### config.mk
export PLATFORM = sky130hd
export DESIGN_NAME = blade_reader
export DESIGN_NICKNAME = d
export VERILOG_FILES = /design/src/rtl/blade_reader.sv
export SDC_FILE = /design/constraint.sdc
export NUM_CORES = 1
export LEC_CHECK = 0
export BUFFER_PORTS_ARGS = -buffer_cell sky130_fd_sc_hd__buf_2
export CAP_MARGIN = 20
export CORE_MARGIN = 4
export CORE_UTILIZATION = 55
export CTS_CLUSTER_SIZE = 40
export DETAILED_ROUTE_END_ITERATION = 7
export PLACE_DENSITY = 0.73
export SLEW_MARGIN = 20
export SYNTH_ARGS = -nofsm -noshare
export SYNTH_HDL_FRONTEND = slang
export SYNTH_SLANG_ARGS = --single-unit
### constraint.sdc
create_clock -name clk -period 1.8 [get_ports clk]
set_input_delay 0.27 -clock clk [delete_from_list [all_inputs] [get_ports clk]]
set_output_delay 0.27 -clock clk [all_outputs]
set_load 0.1 [all_outputs]
### src/rtl/blade_reader.sv
// Debounced 6-pin blade connector reader with a 2-entry change-event FIFO.
// Define BLADE_READER_OVERFLOW_EN to add the sticky overflow (event loss) output.
module blade_reader #(
    parameter int DEBOUNCE_CYCLES = 250000
) (
    input  logic       clk,
    input  logic       reset,
    input  logic [5:0] blade_in,
    output logic [5:0] state,
    output logic       evt_valid,
    input  logic       evt_ready,
    output logic [5:0] evt_mask,
    output logic [5:0] evt_state
`ifdef BLADE_READER_OVERFLOW_EN
    ,
    output logic       overflow
`endif
);

    localparam int CNT_W = $clog2(DEBOUNCE_CYCLES);
    localparam logic [CNT_W-1:0] CNT_LAST = CNT_W'(DEBOUNCE_CYCLES - 1);

    logic [5:0]       sync_p0;
    logic [5:0]       sync_p1;
    logic [CNT_W-1:0] cnt [6];
    logic [CNT_W-1:0] cnt_nxt [6];
    logic [5:0]       state_nxt;
    logic [5:0]       chg_nxt;
    logic [5:0]       chg_p2;
    logic             vld_p2;

    logic [5:0]       fifo_mask  [2];
    logic [5:0]       fifo_state [2];
    logic             wr_ptr;
    logic             rd_ptr;
    logic [1:0]       count;
    logic             push;
    logic             pop;

    // stage p0/p1: two-flop synchronizer on the raw pins
    always_ff @(posedge clk) begin
        if (reset) begin
            sync_p0 <= '0;
            sync_p1 <= '0;
        end else begin
            sync_p0 <= blade_in;
            sync_p1 <= sync_p0;
        end
    end

    // stage p2: per-pin debounce; a pin toggles on the edge its count completes
    always_comb begin
        state_nxt = state;
        chg_nxt   = '0;
        for (int i = 0; i < 6; i++) begin
            cnt_nxt[i] = '0;
            if (sync_p1[i] != state[i]) begin
                if (cnt[i] == CNT_LAST) begin
                    state_nxt[i] = ~state[i];
                    chg_nxt[i]   = 1'b1;
                end else begin
                    cnt_nxt[i] = cnt[i] + CNT_W'(1);
                end
            end
        end
    end

    always_ff @(posedge clk) begin
        if (reset) begin
            state  <= '0;
            chg_p2 <= '0;
            for (int i = 0; i < 6; i++) begin
                cnt[i] <= '0;
            end
        end else begin
            state  <= state_nxt;
            chg_p2 <= chg_nxt;
            for (int i = 0; i < 6; i++) begin
                cnt[i] <= cnt_nxt[i];
            end
        end
    end

    // stage p3: all pins changing on one edge become a single event
    assign vld_p2 = |chg_p2;
    assign pop    = (count != 2'd0) && evt_ready;
    assign push   = vld_p2 && ((count != 2'd2) || pop);

    always_ff @(posedge clk) begin
        if (reset) begin
            wr_ptr <= 1'b0;
            rd_ptr <= 1'b0;
            count  <= 2'd0;
            for (int i = 0; i < 2; i++) begin
                fifo_mask[i]  <= '0;
                fifo_state[i] <= '0;
            end
        end else begin
            if (push) begin
                fifo_mask[wr_ptr]  <= chg_p2;
                fifo_state[wr_ptr] <= state;
                wr_ptr             <= ~wr_ptr;
            end
            if (pop) begin
                rd_ptr <= ~rd_ptr;
            end
            case ({push, pop})
                2'b10:   count <= count + 2'd1;
                2'b01:   count <= count - 2'd1;
                default: count <= count;
            endcase
        end
    end

    assign evt_valid = (count != 2'd0);
    assign evt_mask  = evt_valid ? fifo_mask[rd_ptr]  : 6'd0;
    assign evt_state = evt_valid ? fifo_state[rd_ptr] : 6'd0;

`ifdef BLADE_READER_OVERFLOW_EN
    logic drop;

    // an event is lost only when the FIFO is full and nothing leaves this edge
    assign drop = vld_p2 && (count == 2'd2) && !pop;

    always_ff @(posedge clk) begin
        if (reset) begin
            overflow <= 1'b0;
        end else if (drop) begin
            overflow <= 1'b1;
        end
    end
`endif

endmodule

Word level (Yosys, flattened, before mapping):

Memory sizes are Yosys's and may differ from the RTL's. A register that Yosys moved wholly into a read port is not among the register bits.
Index checks and enable logic that the tools add are counted.

* memories: 3
* register bits: 28
* memory bits (writable): 132
* logic and storage cells: 126

* bitwise operators: 20
* equal/unequal tests: 15
* reductions and logical operators: 20
* muxes and demuxes: 43
* add/sub/neg operators: 8

Memory list
* cnt: words 6, width 18, read ports 6, clocked after Yosys merged registers in 0, write ports 6, RTL line 25 `logic [CNT_W-1:0] cnt [6];`
* fifo_mask: words 2, width 6, read ports 1, clocked after Yosys merged registers in 1, write ports 2, RTL line 32 `logic [5:0] fifo_mask [2];`
* fifo_state: words 2, width 6, read ports 1, clocked after Yosys merged registers in 1, write ports 2, RTL line 33 `logic [5:0] fifo_state [2];`

Operators by type and width (number)
* two-way mux 18 bit: 18
* adder 18 x 1 -> 18 bit, second input constant: 6
* == test 18 bit, second input constant: 6
* two-way mux 6 bit: 4
* two-way mux 1 bit: 20
* OR reduction 6 bit: 3
* NOT 1 bit: 14
* AND reduction 2 bit: 6
* OR reduction 2 bit: 6
* != test 1 bit: 6
* OR 1 bit: 6
* case mux 2 bit (2 select lines): 1
* nonzero test 2 bit: 2
* adder 2 x 1 -> 2 bit, second input constant: 1
* == test 2 x 1 -> 1 bit, second input constant: 1
* == test 2 bit, second input constant: 1
* logical AND 1 bit: 2
* != test 2 bit, second input constant: 1
* subtractor 2 x 1 -> 2 bit, second input constant: 1
* logical OR 1 bit: 1

Longest topological paths before layout:

Gate-level depths: netlist of the first run.

* depth in word-level cells: 9
* depth in mapped cells: 6
* gate-level depth less buffers: 5

Worst setup path before layout of the first run:

Ideal clock, no wire load.

* kind: register -> output
* start: register with a tool-made name
* end: output port evt_mask[0]
* setup slack: -697 ps
* arrival: 2227 ps
* cell stages (with the launch flop): 4
* buffers on the path: 1
* path through: dfxtp_1 -> buf_1 -> mux2i_1 -> nor2_1

RTL lines
* to (decl): RTL line 12 `output logic [5:0] evt_mask,`

==> out/metrics.csv, run 1 <==
stage,metric,value,unit
status,outcome,"complete, no violations",
placed_design,Placed Area,0.00778,mm2
floorplan,Core Box Area,0.0122,mm2
setup_path,Setup CP Type,register to register,
pwr,total power,7190,uW
floorplan,Die Wd,120,um
timing,"Slew Viols, Final",0,
timing,worst hold slack,47.1,ps
synthesis,commonest cells in the netlist,"nor2_1, dfxtp_1, xnor2_1",
timing,Final setup viols,0,
synthesis,mapped cell area,0.00695,mm2
setup_path,critical path endpoint,cnt[5][17],
setup_path,CP Max Fanout,4,
cts,clock sink count,161,
pwr,combinational power share,1.6,%
pwr,Reg power frac,51.5,%
cts,CTS Buffer Depth,2,
placed_design,Final HPWL DP,9410,um
placed_design,Placed Cells,973,
setup_path,Reg-to-Reg Start,cnt[5][9],
synthesis,Yosys reg bits,161,
synthesis,Synth area leaders,"dfxtp_1, edfxtp_1, xnor2_1, nor2_1, nor4_1",
synthesis,ys flop type,dfxtp_1,
run,max_cap viols,0,
drt,DRC viols,0,
grt,largest net degree at the start of global routing,25,
timing,Max Clock Freq,0.563,GHz
drt,Initial DRT Pass Iterations,7,
placed_design,port bufs,27,
pwr,Clk pwr share,47.0,%
grt,Overall Global Routing Usage,19.6,%
setup_path,Reg2Reg Depth,4,
cells_and_area,area grow syn2layout,23.1,%
grt,first-pass GRT wire length,23400,um
timing,final hold violation count,0,
cts,htree depth,4,
synthesis,Cells after Synth,750,
drt,final wirelength,13600,um
setup_path,flop-to-flop setup slack,20,ps
synthesis,ys async rst share,0,%
floorplan,die area,0.0145,mm2
grt,antenna violations before repair,0,
floorplan,Die Y-Extent,120,um
drt,Iter 0 DRT Violations,419,
cts,Root Driver,clkbuf_16,
pwr,VDD IR max,681,uV
synthesis,"Seq/Total Area, Yosys",49.8,%
drt,DRT antenna net count,0,
setup_path,CP arrival,2130,ps
cells_and_area,share of cells above drive strength 1,18.9,%
setup_path,startpoint types,register,
synthesis,Synth Net Count,765,
pwr,Power Dens Cells,841,mW/mm2
grt,vias in the first global route,5234,
synthesis,top cell type's share of synthesized area,39.5,%
synthesis,mean post-synth cell area,9.27,um2
timing,Clock Skew,11.0,ps
cells_and_area,nets,840,
timing,post-layout minimum cycle time,1780,ps
cts,post-CTS setup-driven buffer insertion count,0,
synthesis,Synth area leader,dfxtp_1,
worst_hold_path,Hold Path Class,input port to register,
timing,setup_tns,0,ps
pwr,P_leak,0.00271,uW
placed_design,RePlAce Congestion,0.854,
cells_and_area,Inserted Diodes,0,
drt,routed len/inst,13.6,um
timing,Worst-Margin Slew,559,ps
cts,clock tree from TritonCTS,done,
setup_path,r2r endpoint,cnt[5][17],
pwr,Int Pwr,5790,uW
setup_path,critical path startpoint,cnt[5][9],
cells_and_area,Non-Filler Instances,1003,
cells_and_area,design area,0.00855,mm2
worst_hold_path,worst hold stages,2,
cts,clk_lat worst skew,430,ps
floorplan,row cnt,40,
pwr,sw frac,19.5,%
setup_path,Worst EP required,2150,ps
drt,routed via count,5427,
cts,total CTS buffers,17,
grt,total global routing overflow,0,
synthesis,"EDFF count, synth",24,
synthesis,post-synthesis cell type count,43,
pwr,Sw Pwr,1400,uW
timing,RSZ-0062 raised after global routing,yes,
timing,Slew HR,62.5,%
synthesis,"count leader, synth",nor2_1,
setup_path,Worst Setup End Kind,register,
timing,fin crit share,98.8,%
synthesis,Yosys Warn Count,0,
cts,clock-pin slew on the worst setup and hold paths,60,ps
floorplan,Starting Density,56.9,%
cells_and_area,FILL cells,947,
drt,drt via density,5.41,
floorplan,I/O pin total,28,
## timing repair
item | in CTS | in global routing
gates cloned | 1 | 0
pin swaps | 0 | 1
gates resized for setup | 22 | 35
hold buffers | 0 | 0
endpoints found under the setup margin | 16 | 76
## registers in the layout (all words and copies together), names as in the netlist, named ones only
register,flops
fifo_mask,12
cnt,108
chg_p2,6
count,2
wr_ptr,1
sync_p1,6
state,6
rd_ptr,1
sync_p0,6
fifo_state,12
## how the worst min path moves through the flow
| stage | slack (ps) | endpoint | startpoint |
|---|---|---|---|
| floorplan | 400 | sync_p0[0] | blade_in[0] |
| global placement | 420 | sync_p1[4] | sync_p0[4] |
| detailed placement | 430 | sync_p1[4] | sync_p0[4] |
| CTS | 40 | sync_p0[1] | blade_in[1] |
| global route | 60 | sync_p0[4] | blade_in[4] |
| finish | 50 | sync_p0[1] | blade_in[1] |
## power groups by stage
| stage | Clock [uW] | Sequential (uW) | Combinational (uW) |
|---|---|---|---|
| floorplan | 0 | 3770 | 67.6 |
| global placement | 0 | 3770 | 103 |
| detailed placement | 0 | 3770 | 106 |
| CTS | 3440 | 3700 | 109 |
| global route | 3620 | 3700 | 124 |
| finish | 3380 | 3700 | 112 |
## critical path: stages (launching register included)
cell and delay [ps]:
dfxtp_2 370, nand4_2 110, or4_4 540, or4b_1 500, a21oi_1 180
## per-stage QoR
stage	setup WS, ps	utilization [%]
3_3_place_gp	90.4	63.7
4_1_cts	-2.57	68.9
5_1_grt	-35.6	70.1
3_5_place_dp	47.5	63.7
6_report	22.3	70.1
2_1_floorplan	-256	-
## cells by family after synthesis
| kind of cell | share of synthesized area, % |
|---|---|
| flops | 49.8 |
| simple gates | 29.0 |
| mux | 2.30 |
| buf+inv | 2.39 |
| compound gates | 3.64 |
| xor+xnor | 11.7 |
| fa+ha+maj | 1.08 |
## cell type report
cell class              count  area [um2]  share of cell area (%)
multi-input cells         546        3530                    41.3
flip-flops and latches    161        3480                    40.7
repair buffers             75         683                    7.99
clock buffers              24         503                    5.88
well taps                 168         210                    2.46
inverters                  24        90.1                    1.05
clock inverters             5        52.6                   0.614
## placed cells by master (no fill, tap or decap), types with 6 or more instances in the layout
cell	netlist	routed
nor2b_1	12	12
a21oi_1	17	17
buf_4	0	44
and3_1	16	16
and2_1	27	27
buf_2	3	14
nand2b_1	7	7
nor2_1	138	125
nor2_2	0	7
dfxtp_1	137	122
nor2_4	0	6
dfxtp_2	0	15
nand4_1	25	25
o21ai_0	9	9
inv_1	24	24
nand3_1	45	42
nor4_1	37	32
xor2_1	18	18
buf_6	0	6
buf_12	0	10
nor3_1	27	26
xnor2_1	75	75
edfxtp_1	24	24
clkbuf_16	0	18
nand2_1	23	23
mux2i_1	16	10
## metal layers
layer / routed length (um) / track usage (%) / vias to the layer above
met2: 6600 / 31.9 / 99
met4: 288 / 8.99 / 0
met5: 0 / 0 / -
met3: 483 / 5.24 / 25
li1: - / - / 2758
met1: 6230 / 24.4 / 2545
Power figures use the tool's default switching activity.
==> run 2, diff against run 1 <==
--- a/config.mk
+++ b/config.mk
@@ -5,13 +5,14 @@
 export SDC_FILE = /design/constraint.sdc
 export NUM_CORES = 1
 export LEC_CHECK = 0
+export ABC_AREA = 1
 export BUFFER_PORTS_ARGS = -buffer_cell sky130_fd_sc_hd__buf_2
 export CAP_MARGIN = 20
 export CORE_MARGIN = 4
-export CORE_UTILIZATION = 55
+export CORE_UTILIZATION = 56
 export CTS_CLUSTER_SIZE = 40
 export DETAILED_ROUTE_END_ITERATION = 7
-export PLACE_DENSITY = 0.73
+export PLACE_DENSITY = 0.74
 export SLEW_MARGIN = 20
 export SYNTH_ARGS = -nofsm -noshare
 export SYNTH_HDL_FRONTEND = slang
==> run 2 against run 1 <==
Net effect: cell count up 34%; cell area up 7.3%; critical path depth up 2; fmax up 2.7%; area after synthesis up 12%.
==> out/metrics.csv, run 2 <==
stage,metric,value,unit,change
grt,total global routing overflow,0,,unchanged
timing,Clock Skew,6.46,ps,-4.51 ps
cts,CTS Buffer Depth,2,,unchanged
synthesis,Synth area leaders,"dfxtp_1, nand2_1, nor2_1, edfxtp_1, inv_1",,
synthesis,mapped cell area,0.00778,mm2,+12%
drt,Iter 0 DRT Violations,541,,+29%
synthesis,commonest cells in the netlist,"nand2_1, nor2_1, inv_1",,
cells_and_area,max reg flops,108,,unchanged
placed_design,port bufs,27,,unchanged
cells_and_area,"most common cell after layout, fill and taps aside",nand2_1,,
setup_path,CP arrival,1460,ps,-670 ps
timing,final setup margin,68.8,ps,+46.5 ps
setup_path,Reg2Reg Depth,7,,+3
setup_path,Setup CP Type,register to output port,,
drt,final wirelength,16200,um,+19%
worst_hold_path,Hold Path Class,input port to register,,
synthesis,Synth Net Count,1122,,+47%
cts,hold buffer count at cts,0,,unchanged
drt,routed len/inst,12.0,um,-11%
cells_and_area,share of cells above drive strength 1,12.1,%,-6.8 points
timing,fin crit share,96.2,%,-2.6 points
cts,post-CTS setup-driven buffer insertion count,0,,unchanged
drt,routed via count,6832,,+26%
placed_design,RePlAce Congestion,0.892,,+4.5%
synthesis,post-synthesis cell type count,30,,-30%
timing,Final setup viols,0,,unchanged
cts,total CTS buffers,17,,unchanged
floorplan,Core Box Area,0.0134,mm2,+9.7%
setup_path,startpoint types,register,,
cts,clock sink count,161,,unchanged
synthesis,ys async rst share,0,%,unchanged
floorplan,Die Y-Extent,126,um,+4.5%
placed_design,pre-CTS setup slack,150,ps,+103 ps
cells_and_area,area grow syn2layout,18.0,%,
cts,Root Driver,clkbuf_16,,
timing,worst hold slack,47.1,ps,+0.0239 ps
cells_and_area,nets,1172,,+40%
grt,vias in the first global route,6427,,+23%
synthesis,Yosys reg bits,161,,unchanged
synthesis,"Seq/Total Area, Yosys",44.5,%,-5.3 points
synthesis,top cell type's share of synthesized area,35.2,%,-4.2 points
setup_path,Worst Setup End Kind,output port,,
cells_and_area,most frequent cells in the layout,"nand2_1, nor2_1, inv_1",,
grt,first-pass GRT wire length,28000,um,+20%
floorplan,Die Wd,126,um,+4.5%
pwr,VDD IR max,964,uV,+42%
cells_and_area,largest registers,"cnt x108, fifo_mask x12, fifo_state x12",,
status,outcome,"complete, no violations",,
floorplan,row cnt,42,,+5.0%
timing,Slew HR,63.6,%,+1.0 points
timing,setup_tns,0,ps,unchanged
pwr,P_leak,0.00311,uW,+15%
setup_path,Worst EP required,1530,ps,-620 ps
placed_design,Final HPWL DP,11700,um,+24%
floorplan,die area,0.0158,mm2,+9.3%
cts,clk_lat worst skew,420,ps,about the same
grt,antenna violations before repair,0,,unchanged
synthesis,"EDFF count, synth",24,,unchanged
synthesis,Synth area leader,dfxtp_1,,
drt,drt via density,5.08,,-6.2%
timing,"Slew Viols, Final",0,,unchanged
cells_and_area,Inserted Diodes,0,,unchanged
synthesis,"count leader, synth",nand2_1,,
timing,Max Clock Freq,0.578,GHz,+2.7%
synthesis,mean post-synth cell area,7.03,um2,-24%
synthesis,Yosys Warn Count,0,,unchanged
drt,DRT antenna net count,0,,unchanged
synthesis,ys flop type,dfxtp_1,,
cts,clock-pin slew on the worst setup and hold paths,60,ps,about the same
grt,largest net degree at the start of global routing,21,,-16%
timing,Worst-Margin Slew,542,ps,-16.5 ps
timing,post-layout minimum cycle time,1730,ps,-46.5 ps
grt,Overall Global Routing Usage,21.0,%,+1.3 points
timing,RSZ-0062 raised after global routing,no,,
cts,clock tree from TritonCTS,done,,
synthesis,Cells after Synth,1107,,+48%
drt,DRC viols,0,,unchanged
run,max_cap viols,0,,unchanged
floorplan,Starting Density,58.1,%,+1.2 points
timing,final hold violation count,0,,unchanged
pwr,Power Dens Cells,957,mW/mm2,+14%
drt,Initial DRT Pass Iterations,7,,unchanged
worst_hold_path,worst hold stages,3,,+1
cells_and_area,Largest Register,cnt,,
floorplan,I/O pin total,28,,unchanged
setup_path,CP Max Fanout,12,,+8
cts,htree depth,4,,unchanged
-- run 2: cell types whose count changed after synthesis, sizes merged, moves of 9 or more --
| cell | change |
|---|---|
| xnor2 | -65 |
| nor4 | -36 |
| and2 | -24 |
| nand3 | +27 |
| xor2 | +9 |
| nor2b | -12 |
| nor2 | +88 |
| nand2 | +257 |
| inv | +124 |
| a21oi | +53 |
| clkbuf | -10 |
| and3 | -16 |
| mux2i | -16 |
-- run 2: cell families after synthesis --
group | synth area share [%]
compound gates | 5.64
buf+inv | 8.39
fa+ha+maj | 0.965
flops | 44.5
simple gates | 36.3
xor+xnor | 4.16
-- run 2: per-stage QoR --
step	cells	utilization (%)	total power (uW)	instance area, um2
after detailed placement	1314	63.6	5260	8530
after global routing	1346	68.5	9050	9180
after floorplan	1107	-	4830	7930
after CTS	1346	68.2	8820	9140
final	1346	68.5	8780	9180
after global placement	1314	63.6	5240	8530
-- run 2: final cells by class --
type                       count  area (um2)
fill                        1129        4220
multi-input combinational    784        3840
sequential                   161        3470
inverter                     148         563
timing repair buffer          45         492
clock buffer                  20         489
tap                          176         220
clock inverter                12         105
-- run 2: per-layer routing --
| layer | global-route usage (%) | part of all wire (%) | up-vias | routed length, um |
|---|---|---|---|---|
| met3 | 4.74 | 3.9 | 26 | 626 |
| met4 | 6.25 | 1.5 | 0 | 247 |
| met5 | 0 | 0 | - | 0 |
| li1 | - | - | 3601 | - |
| met2 | 35.8 | 48 | 133 | 7800 |
| met1 | 26.6 | 46 | 3072 | 7530 |
-- run 2: what timing repair did --
action                                  4_1_cts  5_1_grt
endpoints found under the setup margin       12       32
pin swaps                                     0        0
resized for setup                             8       11
-- run 2: report_power, final --
group / total, uW / internal, uW / switching [uW]
Clock: 3530 / 2090 / 1440
Combinational: 1490 / 472 / 1020
Sequential: 3760 / 3720 / 42.7
-- run 2: final timing paths --
| check | from | endpoint | slack, ps |
|---|---|---|---|
| setup reg to reg | cnt[3][1] | cnt[3][16] | 130 |
| setup / recovery | count[1] | evt_state[2] | 70 |
| hold / removal | blade_in[2] | sync_p0[2] | 50 |
| hold reg to reg | sync_p0[1] | sync_p1[1] | 400 |
-- run 2: worst max-delay path, cell delays in order (launching register included) --
cell and delay [ps]:
dfxtp_2 360, inv_4 50, nand2_8 70, inv_2 40, buf_12 150, a21oi_4 160, buf_12 190
==> run 3, diff against run 2 <==
--- a/config.mk
+++ b/config.mk
@@ -7,7 +7,7 @@
 export LEC_CHECK = 0
 export ABC_AREA = 1
 export BUFFER_PORTS_ARGS = -buffer_cell sky130_fd_sc_hd__buf_2
-export CAP_MARGIN = 20
+export CORE_ASPECT_RATIO = 1.1
 export CORE_MARGIN = 4
 export CORE_UTILIZATION = 56
 export CTS_CLUSTER_SIZE = 40
==> run 3 against run 2 <==
Net effect: critical path depth did not move; highest routed layer unchanged; via count fell by 0.76%; core utilization rose by 0.23 points; global-route usage fell by 0.68 points; sequential share of layout area fell by 0.22 points; power rose by 3.5%; cell area rose by 0.59%; combinational power barely moved.
==> out/metrics.csv, run 3 (synthesis results as in run 2) <==
stage,metric,value,unit,change
setup_path,"slowest stage delay, CP",340,ps,-20 ps
cells_and_area,largest registers,"cnt x108, fifo_mask x12, fifo_state x12",,
timing,final hold violation count,0,,unchanged
setup_path,Setup CP Type,register to output port,,
setup_path,CP Max Fanout,12,,unchanged
cells_and_area,area grow syn2layout,18.7,%,
drt,DRT antenna net count,0,,unchanged
pwr,Power Dens Cells,984,mW/mm2,+2.9%
status,outcome,"complete, no violations",,
cells_and_area,share of cells above drive strength 1,11.9,%,-0.25 points
cells_and_area,final core area utilization,68.7,%,+0.23 points
floorplan,Die Y-Extent,132,um,+4.6%
setup_path,slowest CP cell,dfxtp_2,,
cells_and_area,design area,0.00923,mm2,+0.59%
drt,Initial DRT Pass Iterations,7,,unchanged
timing,Max Clock Freq,0.576,GHz,-0.20%
cells_and_area,FILL cells,1150,,+1.9%
setup_path,Worst EP required,1530,ps,about the same
cells_and_area,"most common cell after layout, fill and taps aside",nand2_1,,
pwr,total power,9080,uW,+3.5%
timing,fin crit share,96.4,%,+0.19 points
drt,DRC viols,0,,unchanged
setup_path,WP buf/inv,4,,unchanged
cts,clock sink count,161,,unchanged
timing,Worst-Margin Slew,613,ps,+70.5 ps
cts,hold buffer count at cts,0,,unchanged
grt,antenna violations before repair,0,,unchanged
cts,clk_lat worst skew,420,ps,about the same
worst_hold_path,hold path startpoint,blade_in[4],,
floorplan,row cnt,44,,+4.8%
cells_and_area,Non-Filler Instances,1353,,+0.52%
placed_design,port bufs,27,,unchanged
placed_design,Placed Area,0.00851,mm2,-0.15%
cells_and_area,most frequent cells in the layout,"nand2_1, nor2_1, inv_1",,
worst_hold_path,Worst Hold Endpoint,sync_p0[4],,
setup_path,cell family with most CP delay,buffers and inverters,,
placed_design,Final HPWL DP,11300,um,-3.2%
cts,total CTS buffers,17,,unchanged
cts,post-CTS setup-driven buffer insertion count,0,,unchanged
cts,htree depth,4,,unchanged
setup_path,Worst Setup End Kind,output port,,
cells_and_area,max reg flops,108,,unchanged
grt,largest net degree at the start of global routing,21,,unchanged
pwr,P_leak,0.00312,uW,+0.26%
timing,"Slew Viols, Final",0,,unchanged
drt,drt via density,5.01,,-1.3%
floorplan,Core Box Area,0.0134,mm2,+0.24%
cts,CTS Buffer Depth,2,,unchanged
setup_path,flop-to-flop setup slack,150,ps,+20 ps
floorplan,I/O pin total,28,,unchanged
grt,total global routing overflow,0,,unchanged
grt,first-pass GRT wire length,26800,um,-4.2%
cells_and_area,Largest Register,cnt,,
floorplan,Die Wd,120,um,-4.4%
drt,routed via count,6780,,-0.76%
pwr,VDD IR max,628,uV,-35%
setup_path,CP arrival,1460,ps,about the same
placed_design,RePlAce Congestion,0.900,,+0.93%
floorplan,Starting Density,57.9,%,-0.14 points
timing,Final setup viols,0,,unchanged
setup_path,startpoint types,register,,
timing,post-layout minimum cycle time,1730,ps,+3.46 ps
setup_path,Reg-to-Reg Start,cnt[0][1],,
cells_and_area,Inserted Diodes,0,,unchanged
setup_path,Reg2Reg Depth,7,,unchanged
setup_path,CP cell instances,inv_2 > nand2_8 > inv_1 > buf_8 > a21oi_4 > buf_12,,
timing,Clock Skew,8.44,ps,+1.97 ps
cts,Root Driver,clkbuf_16,,
drt,final wirelength,15800,um,-2.2%
grt,Overall Global Routing Usage,20.3,%,-0.68 points
drt,routed len/inst,11.7,um,-2.7%
setup_path,r2r endpoint,cnt[0][7],,
timing,Slew HR,59.0,%,-4.6 points
cells_and_area,nets,1171,,-0.085%
cts,clock-pin slew on the worst setup and hold paths,60,ps,about the same
drt,Iter 0 DRT Violations,499,,-7.8%
grt,vias in the first global route,6242,,-2.9%
worst_hold_path,worst hold stages,3,,unchanged
run,max_cap viols,0,,unchanged
cts,clock tree from TritonCTS,done,,
placed_design,Placed Cells,1319,,+0.38%
worst_hold_path,Hold Path Class,input port to register,,
floorplan,die area,0.0158,mm2,about the same
[run 3: cell count changes in the layout (fill, tap and decap cells not counted), sizes merged]
cell      before  now
buf           45   42
bufinv         1    4
clkinv         6    1
clkinvlp       5    4
inv          148  151
nand2        280  282
[run 3: metal layers]
layer | track usage [%] | up-vias | share of wire (%)
met5 | 0 | - | 0
met4 | 7.81 | 0 | 2.2
met3 | 4.47 | 28 | 3.9
met2 | 33.3 | 156 | 48
met1 | 26.0 | 3009 | 46
li1 | - | 3587 | -
[run 3: cell type report]
type / count / area (um2) / share of cell area (%)
clock inverters: 12 / 175 / 1.90
flip-flops and latches: 161 / 3470 / 37.6
multi-input cells: 786 / 3870 / 41.9
clock buffers: 20 / 468 / 5.07
repair buffers: 42 / 464 / 5.03
inverters: 148 / 556 / 6.02
well taps: 184 / 230 / 2.49
[run 3: how the worst max path moves through the flow]
stage / slack [ps] / cells after the start / from / endpoint
after floorplan: -50 / 4 / count[0] / evt_mask[5]
after global placement: 140 / 7 / cnt[1][0] / cnt[1][12]
after detailed placement: 80 / 7 / cnt[1][0] / cnt[1][9]
after CTS: 10 / 6 / count[1] / evt_state[4]
after global routing: -1 / 6 / count[0] / evt_mask[3]
final: 70 / 6 / count[0] / evt_mask[4]
[run 3: where the power goes]
| group | total, uW | leakage (uW) | switching [uW] | internal, uW |
|---|---|---|---|---|
| Sequential | 3750 | 0.00134 | 37.3 | 3720 |
| Clock | 3880 | 0.000302 | 1430 | 2440 |
| Combinational | 1460 | 0.00148 | 1000 | 454 |
[run 3: stage by stage]
stage          hold slack [ps]  setup slack, ps  TNS (ps)
6_report                  46.8             65.3         0
5_1_grt                   47.3            -1.34     -2.60
4_1_cts                   33.0             9.69         0
3_5_place_dp               397             80.4         0
3_3_place_gp               394              138         0
2_1_floorplan              341            -47.9      -555
[run 3: worst min-delay path, delay by kind of cell]
kind	cells	cell delay [ps]
buf+inv	2	100
simple gates	1	60
[run 3: timing repair]
action                                  in CTS  in global routing
endpoints found under the hold margin        0                  0
gates cloned                                 0                  2
pin swaps                                    0                  1
endpoints found under the setup margin      12                 76
gates resized for setup                      6                 12
